--- src/rtl/module_input_conditioner.sv ---
// -----------------------------------------------------------------------------
// module_input_conditioner
//
// Front-end stage between the board switches and module_top. Every raw switch
// bit is passed through a two-flop synchroniser and then debounced. A new level
// reaches clean_o only after the synchronised sample has differed from the
// current clean level for CNT_MAX consecutive clocks. Downstream logic (the
// Hamming RX decoder and the display) therefore never sees bounce or
// metastable samples.
//
// Bus layout (WIDTH = 11):
//   raw_i[10:4] / clean_o[10:4] : 7-bit Hamming codeword e
//   raw_i[3:0]  / clean_o[3:0]  : 4-bit data word i
//
// Ports:
//   clk      in   1      system clock
//   rst_n    in   1      asynchronous active-low reset
//   raw_i    in   WIDTH  unsynchronised switch levels
//   clean_o  out  WIDTH  debounced levels
//   stable_o out  1      1 when every synchronised bit matches its clean bit
//   chg_o    out  1      one-cycle pulse on the edge where clean_o changes
//
// Build option:
//   INPUT_CONDITIONER_CHG_PULSE_EN - when defined, the change-detect register
//   behind chg_o is built. When undefined, chg_o is tied to 0 and no
//   change-detect logic exists. clean_o and stable_o are the same in both
//   builds.
// -----------------------------------------------------------------------------
module module_input_conditioner #(
    parameter int WIDTH   = 11,
    parameter int CNT_MAX = 270000,
    parameter int CNT_W   = $clog2(CNT_MAX + 1)
) (
    input  logic             clk,
    input  logic             rst_n,
    input  logic [WIDTH-1:0] raw_i,
    output logic [WIDTH-1:0] clean_o,
    output logic             stable_o,
    output logic             chg_o
);

    // Terminal count: the counter never exceeds this value, so it cannot wrap.
    localparam logic [CNT_W-1:0] CNT_LAST = CNT_W'(CNT_MAX - 1);
    localparam logic [CNT_W-1:0] CNT_ZERO = {CNT_W{1'b0}};
    localparam logic [CNT_W-1:0] CNT_ONE  = CNT_W'(1);

    logic [WIDTH-1:0] s1_q;
    logic [WIDTH-1:0] s2_q;
    logic [WIDTH-1:0] clean_q;
    logic [WIDTH-1:0] clean_d;
    logic [CNT_W-1:0] cnt_q [WIDTH];
    logic [CNT_W-1:0] cnt_d [WIDTH];

    // Two-flop synchroniser for every raw switch bit.
    always_ff @(posedge clk or negedge rst_n) begin
        if (!rst_n) begin
            s1_q <= {WIDTH{1'b0}};
            s2_q <= {WIDTH{1'b0}};
        end else begin
            s1_q <= raw_i;
            s2_q <= s1_q;
        end
    end

    // Per-bit debounce decision. Any cycle where s2 agrees with the clean
    // level restarts the count, so only an unbroken run of CNT_MAX differing
    // samples is accepted.
    always_comb begin
        clean_d = clean_q;
        for (int b = 0; b < WIDTH; b++) begin
            cnt_d[b] = cnt_q[b];
            if (s2_q[b] == clean_q[b]) begin
                cnt_d[b] = CNT_ZERO;
            end else if (cnt_q[b] == CNT_LAST) begin
                clean_d[b] = s2_q[b];
                cnt_d[b]   = CNT_ZERO;
            end else begin
                cnt_d[b] = cnt_q[b] + CNT_ONE;
            end
        end
    end

    // Debounce counters and clean levels.
    always_ff @(posedge clk or negedge rst_n) begin
        if (!rst_n) begin
            clean_q <= {WIDTH{1'b0}};
            for (int b = 0; b < WIDTH; b++) begin
                cnt_q[b] <= CNT_ZERO;
            end
        end else begin
            clean_q <= clean_d;
            for (int b = 0; b < WIDTH; b++) begin
                cnt_q[b] <= cnt_d[b];
            end
        end
    end

    assign clean_o = clean_q;

    // Built only from registers, so this output cannot glitch on raw_i activity.
    assign stable_o = (s2_q == clean_q);

`ifdef INPUT_CONDITIONER_CHG_PULSE_EN
    logic chg_q;

    // Registers a pulse on the same edge that any clean bit toggles.
    always_ff @(posedge clk or negedge rst_n) begin
        if (!rst_n) begin
            chg_q <= 1'b0;
        end else begin
            chg_q <= (clean_d != clean_q);
        end
    end

    assign chg_o = chg_q;
`else
    assign chg_o = 1'b0;
`endif

endmodule

--- config.mk ---
export PLATFORM = sky130hd
export DESIGN_NAME = module_input_conditioner
export DESIGN_NICKNAME = d
export VERILOG_FILES = /design/src/rtl/module_input_conditioner.sv
export SDC_FILE = /design/constraint.sdc
export NUM_CORES = 1
export LEC_CHECK = 0
export ABC_CLOCK_PERIOD_IN_PS = 2900
export CELL_PAD_IN_SITES_DETAIL_PLACEMENT = 2
export CELL_PAD_IN_SITES_GLOBAL_PLACEMENT = 2
export CORE_UTILIZATION = 41
export DETAILED_ROUTE_END_ITERATION = 6
export PLACE_DENSITY = 0.87
export RECOVER_POWER = 25
export SLEW_MARGIN = 25
export SYNTH_ARGS = -nofsm -noshare
export SYNTH_HDL_FRONTEND = slang
export SYNTH_SLANG_ARGS = --single-unit
--- constraint.sdc ---
create_clock -name clk -period 2.9 [get_ports clk]
set_input_delay 0.725 -clock clk [delete_from_list [all_inputs] [get_ports clk]]
set_output_delay 0.725 -clock clk [all_outputs]
set_load 0.02 [all_outputs]
==> summary.txt, run 1 <==
Status
  – Status: finished, violations left
  – Violated checks: capacitance limit, slew limit

STA
  – Part of the cycle the worst path needs: 96.4%
  – Setup Skew: 0.0135 ns
  – Slew Limit Fails: 44
  – Tmin final: 2.80 ns
  – Max Freq: 358 MHz
  – Total negative slack: 0 ns
  – Slew headroom: -53.4%
  – Final worst slack: 0.105 ns
  – Final setup viols: 0
  – RSZ-0062 raised after global routing: yes
  – Worst-Margin Slew: 2.30 ns
  – Endpoints failing hold: 0

Layout
  – Area growth syn-to-layout: 16.7%
  – Nets@finish: 1227
  – Area of the multi-input gates: 5170 um2
  – Fill count: 2838
  – Register area: 6060 um2
  – Number of diodes: 0
  – Share of layout cells above drive strength 1: between 8 and 9%

Floorplan
  – DIE HEIGHT: 169 um
  – # IOs: 26
  – Initial Util: between 40% and 50%
  – Core Area: 27200 um2
  – Die width: 169 um
  – Die area: between 20000 and 30000 um2
  – Number of core rows: 60

Synth
  – Top FF cell, synth: dfrtp_1
  – Sequential-to-total area share from yosys stat: between 50% and 60%
  – Most frequent cell after synthesis: dfrtp_1
  – Syn Nets: around 1.2k
  – Synth top area share: 52.9%
  – Yosys cell types: 48
  – Number of synthesized flops with an enable pin: 0
  – Mapped cell area: 11400 um2
  – FFs w/ async S/R, synth: 100%
  – Syn Area/Cell: 10.0 um2
  – Leading area contributor after synthesis: dfrtp_1
  – Synth Instances: 1140
  – Top post-synthesis cells by count: 242 x dfrtp_1, 228 x nor2_1, 93 x xnor2_1, 87 x nand3_1, 75 x xor2_1
  – Ranking of synthesized cells by area: dfrtp_1 53%, nor2_1 7.5%, xnor2_1 7.1%
  – FF+latch count, synth: 242
  – Synth Warn #: 0

Routing
  – Via density per instance: 5.61
  – Drt first pass iters: 4
  – Routed WL: 34500 um
  – Via count: just under 9k
  – Antenna Nets Post-Route: 0
  – Starting DRT DRC Count: 415
  – Drt wl/cell: 21.6 um
  – Residual DRC: 0

Worst setup path
  – Critical Path RT: about 2.2 ns
  – Worst Path Class, Setup: flop to primary output
  – Slowest stage delay, CP: 0.40 ns
  – Cell family with most CP delay: simple AND/OR/NAND/NOR gates
  – Most frequent CP cell: nor4_2
  – Worst Path Max Fanout: 2
  – Worst Path Arrival: 2.07 ns
  – Startpoint Class: flop
  – Worst path buffer plus inverter count: 1
  – Crit path capture type: primary output
  – Slowest CP cell: dfrtp_1
  – Crit-path cells: xor2_1, nor4_2, nand4_1, nor4_2, buf_4

CTS
  – CTS tree: yes
  – H-tree depth: 1
  – Inserted Clock Buffers: 29
  – Root Buffer: clkbuf_16
  – Post-CTS Hold Buffers: 0
  – Max Buffers Root-to-Sink: 3
  – Clock Sinks: 242
  – Worst-path clk slew: 0.06 ns
  – Clk_lat worst skew: 0.55 ns

Global routing
  – First-pass GRT wire length: 57500 um
  – Vias in the first global route: 10.4k
  – Antenna violations before repair: 1
  – Total congestion overflow: 0
  – GRT Total Usage: 25.1%
  – Largest net degree at the start of global routing: 68

Hold path
  – Worst hold path type: flop to flop

Power
  – Power density over the cells: about 570 nW/um2
  – Leak: 5.44 nW
  – Max IR drop VDD: 473 uV

Flow run
  – Max_cap viols: 1

Placed design
  – PortBufs: 24
  – Final HPWL DP: 22000 um
  – Place WS: -0.0403 ns
  – Routability congestion estimate: 0.748
==> cells in the final DEF, fill, tap and decap left out, types with 4 or more instances in the layout <==
cell type / count
mux2_2: 11
or4_1: 8
bufinv_16: 4
xnor2_1: 93
dfrtp_1: 242
and4_1: 28
buf_4: 29
clkdlybuf4s50_1: 11
clkbuf_1: 4
clkbuf_8: 10
a21oi_1: 20
or3_1: 17
and2_1: 7
ha_1: 11
dlygate4sd3_1: 11
inv_1: 35
nand2_1: 39
nor3_1: 26
xor2_1: 74
nor2_1: 228
mux2i_1: 7
o21ai_0: 19
nor4b_1: 5
clkbuf_16: 29
and3_1: 9
o21ai_1: 6
nand3_1: 87
nand4_1: 69
nor4_1: 44
==> state kept, by name (all words and copies together) (netlist names) <==
name and flops:
s1_q 11, cnt_q 209, clean_o 11, s2_q 11
==> where the power goes <==
| group | internal, W | switching (W) | total, W |
|---|---|---|---|
| sequential | 0.00343 | 0.0000607 | 0.00349 |
| combinational | 0.0000810 | 0.000182 | 0.000263 |
| clock | 0.00243 | 0.00148 | 0.00391 |
| total | 0.00594 | 0.00172 | 0.00766 |
==> per-layer routing <==
layer  part of all wire, %  global-route usage, %  vias to the layer above
met3                   2.5                   2.95                       67
met5                     0                      0                        -
met2                    52                   45.0                      112
met4                   3.1                   8.30                        0
li1                      -                      -                     4119
met1                    43                   31.4                     4650
==> through the flow <==
| step | utilization [%] | area (um2) | power [W] | hold WS [ns] | cells |
|---|---|---|---|---|---|
| after floorplan | - | 11400 | 0.00364 | 0.331 | 1140 |
| after global placement | 45.3 | 12300 | 0.00379 | 0.333 | 1542 |
| after detailed placement | 45.3 | 12300 | 0.00381 | 0.336 | 1542 |
| after CTS | 49.1 | 13300 | 0.00776 | 0.0807 | 1594 |
| after global routing | 49.1 | 13300 | 0.00789 | 0.358 | 1595 |
| final | 49.1 | 13300 | 0.00766 | 0.350 | 1595 |
==> path summary, 6_finish.rpt <==
kind                                         from                     end  slack [ns]  depth (start not counted)
max                        clean_o[2]$_DFFE_PN0P_                stable_o        0.10                          5
min                             s1_q[6]$_DFF_PN0_       s2_q[6]$_DFF_PN0_        0.35                          0
max reg2reg                  cnt_q[171]$_DFF_PN0_  clean_o[1]$_DFFE_PN0P_        0.54                          6
min reg2reg                     s1_q[6]$_DFF_PN0_       s2_q[6]$_DFF_PN0_        0.35                          0
max in group asynchronous                   rst_n     cnt_q[35]$_DFF_PN0_        0.46                          2
min in group asynchronous                   rst_n     cnt_q[82]$_DFF_PN0_        0.98                          1
==> cell families after synthesis <==
| group | count (synthesis) | share of synthesized area (%) |
|---|---|---|
| buffers and inverters | 58 | 2.02 |
| AND/OR/NAND/NOR | 582 | 25.9 |
| multiplexers | 18 | 1.70 |
| XOR/XNOR | 168 | 12.9 |
| adder cells (fa/ha/maj) | 11 | 1.20 |
| other | 1 | 0.0328 |
| AO/OA/AOI/OAI | 60 | 3.37 |
| flip-flops | 242 | 52.9 |
==> cell type report <==
cell class                      count  area share (%)
Clock buffer                       43            6.58
Clock inverter                      8            1.08
Inverter                           35           0.984
Multi-Input combinational cell    840            38.7
Sequential cell                   242            45.4
Tap cell                          372            3.49
Timing Repair Buffer               55            3.76
==> repair_timing <==
item,CTS,global route
gates resized for setup,8,1
setup buffers,1,1
cloned,0,0
setup endpoints to repair,1,1
hold endpoints to repair,0,0
pin swaps,4,3
Power figures use the tool's default switching activity.
==> run 2: changes to the inputs <==
Settings changed: CORE_UTILIZATION 41 to 42, DONT_BUFFER_PORTS set to 1, PLACE_DENSITY 0.87 to 0.86.
==> summary.txt, run 2 (synthesis results as in run 1) <==
Worst setup path
  – Startpoint Class: flop (unchanged)
  – R2r setup slk: 0.49 ns (was 0.54 ns)
  – Worst Path Max Fanout: 3 (was 2)
  – Worst Path Arrival: 2.29 ns (was 2.07 ns)
  – Worst Path Class, Setup: flop to primary output (unchanged)
  – Crit path capture type: primary output (unchanged)
  – Critical Path RT: 2.17 ns (about the same)

STA
  – RSZ-0062 raised after global routing: yes (unchanged)
  – Hold slack final: -0.112 ns (was 0.350 ns)
  – Slew headroom: 44.2% (was -53.4%)
  – Worst-Margin Slew: 0.830 ns (was 2.30 ns)
  – Final setup viols: 1 (was 0)
  – Setup Skew: 0.0259 ns (was 0.0135 ns)
  – Part of the cycle the worst path needs: 104% (was 96.4%)
  – Tmin final: 3.01 ns (was 2.80 ns)
  – Endpoints failing hold: 162 (was 0)
  – Slew Limit Fails: 0 (was 44)
  – Final worst slack: -0.112 ns (was 0.105 ns)
  – Max Freq: 332 MHz (was 358 MHz)
  – Total negative slack: -0.112 ns (was 0 ns)

Routing
  – Drt wl/cell: 21.1 um (was 21.6 um)
  – Residual DRC: 0 (unchanged)
  – Via count: 8805 (was 8948)
  – Via density per instance: 5.76 (was 5.61)
  – Starting DRT DRC Count: 340 (was 415)
  – Drt first pass iters: 4 (unchanged)
  – Antenna Nets Post-Route: 0 (unchanged)
  – Routed WL: 32200 um (was 34500 um)

Placed design
  – Place WS: 0.383 ns (was -0.0403 ns)
  – Routability congestion estimate: 0.758 (was 0.748)
  – PortBufs: 0 (was 24)
  – Final HPWL DP: 20000 um (was 22000 um)
  – DP Area: 11900 um2 (was 12300 um2)
  – Placed Cells: 1478 (was 1542)

Power
  – Max IR drop VDD: 476 uV (was 473 uV)
  – Leak: 5.22 nW (was 5.44 nW)
  – Power density over the cells: 555 nW/um2 (was 574 nW/um2)

Layout
  – Fill count: 2734 (was 2838)
  – Largest Register: cnt_q (unchanged)
  – Share of layout cells above drive strength 1: 8.17% (was 8.42%)
  – Area growth syn-to-layout: 12.6% (was 16.7%)
  – Max FFs per register: 209 (unchanged)
  – Nets@finish: 1193 (was 1227)
  – Commonest non-fill, non-tap cell in the layout: dfrtp_1 (unchanged)
  – Number of diodes: 0 (unchanged)
  – Non-filler instance count after layout: 1528 (was 1595)
  – Finished Cell Area: 12900 um2 (was 13300 um2)
  – Commonest non-fill, non-tap cells in the layout: 239 x dfrtp_1, 228 x nor2_1, 93 x xnor2_1 (was 242 x dfrtp_1, 228 x nor2_1, 93 x xnor2_1)

Hold path
  – Worst hold path type: primary input to asynchronous set/reset pin (was flop to flop)

CTS
  – Root Buffer: clkbuf_16 (unchanged)
  – Clock Sinks: 242 (unchanged)
  – Max Buffers Root-to-Sink: 3 (unchanged)
  – CTS tree: yes (unchanged)
  – Clk_lat worst skew: 0.55 ns (about the same)
  – H-tree depth: 1 (unchanged)
  – Worst-path clk slew: 0.06 ns (about the same)
  – Inserted Clock Buffers: 28 (was 29)

Global routing
  – First-pass GRT wire length: 53800 um (was 57500 um)
  – Antenna violations before repair: 1 (unchanged)
  – GRT Total Usage: 23.7% (was 25.1%)
  – Vias in the first global route: 10.2k (was 10.4k)
  – Largest net degree at the start of global routing: 243 (was 68)
  – Total congestion overflow: 0 (unchanged)

Floorplan
  – Die area: 27900 um2 (was 28600 um2)
  – Initial Util: 42.7% (was 42.1%)
  – Die width: 167 um (was 169 um)
  – Number of core rows: 60 (unchanged)
  – # IOs: 26 (unchanged)
  – DIE HEIGHT: 167 um (was 169 um)
  – Core Area: 26800 um2 (was 27200 um2)

Flow run
  – Max_cap viols: 0 (was 1)

Status
  – Violated checks: hold timing, setup timing (was capacitance limit, slew limit)
  – Status: finished, violations left (unchanged)
==> run 2: changes by cell type in the layout (fill, tap and decap cells not counted), moves of 3 or more <==
| cell | change |
|---|---|
| dfrtp_2 | +3 |
| dlygate4sd3_1 | -11 |
| clkdlybuf4s50_1 | -11 |
| clkinv_2 | +3 |
| buf_4 | -7 |
| bufinv_16 | -3 |
| dfrtp_1 | -3 |
==> run 2: worst max-delay path, cell delays in order (launching register included) <==
cell and delay, ns:
dfrtp_1 0.47, xnor2_1 0.52, nand4_1 0.32, nor4_2 0.25, buf_4 0.19
==> run 2: cell type report <==
| class | count | area (um2) | share of cell area [%] |
|---|---|---|---|
| Inverter | 35 | 131 | 1.02 |
| Sequential cell | 242 | 6060 | 47.0 |
| Clock buffer | 39 | 832 | 6.46 |
| Multi-Input combinational cell | 840 | 5180 | 40.2 |
| Timing Repair Buffer | 22 | 165 | 1.28 |
| Clock inverter | 9 | 83.8 | 0.651 |
| Tap cell | 341 | 427 | 3.31 |
==> run 2: repair_timing <==
item / 4_1_cts / 5_1_grt
setup buffers: 2 / 0
gates resized for setup: 7 / 1
pin swaps: 6 / 1
hold endpoints to repair: 242 / 242
endpoints found under the setup margin: 1 / 1
==> run 2: worst paths after layout <==
path	end	cells after the start	startpoint
max	stable_o	4	clean_o[0]$_DFFE_PN0P_
min	cnt_q[91]$_DFF_PN0_	0	rst_n
max reg2reg	cnt_q[173]$_DFF_PN0_	5	cnt_q[175]$_DFF_PN0_
min reg2reg	s2_q[8]$_DFF_PN0_	0	s1_q[8]$_DFF_PN0_
max in group asynchronous	clean_o[5]$_DFFE_PN0P_	0	rst_n
min in group clk	s1_q[10]$_DFF_PN0_	0	raw_i[10]
==> run 2: per-layer routing <==
metal	vias to the layer above	wire [um]	share of wire, %	GRT usage [%]
li1	4049	-	-	-
met1	4580	13600	42	28.3
met2	118	16900	53	44.1
met3	58	818	2.5	3.23
met4	0	812	2.5	6.80
met5	-	0	0	0
==> run 2: metrics by stage <==
stage | utilization [%] | total power [W]
finish | 48.1 | 0.00715
global route | 48.1 | 0.00737
floorplan | - | 0.00364
global placement | 44.5 | 0.00369
detailed placement | 44.5 | 0.00371
CTS | 48.0 | 0.00724
==> run 2: power breakdown <==
group	total (W)	internal (W)	switching, W
sequential	0.00349	0.00343	0.0000598
clock	0.00349	0.00207	0.00142
combinational	0.000167	0.0000616	0.000106
total	0.00715	0.00556	0.00159
==> run 3: changes to the inputs <==
Settings changed: ABC_CLOCK_PERIOD_IN_PS 2900 to not set, CAP_MARGIN set to 25.
==> results of run 3 <==
No change in the layout: final DEF, timing and power equal those of run 2.
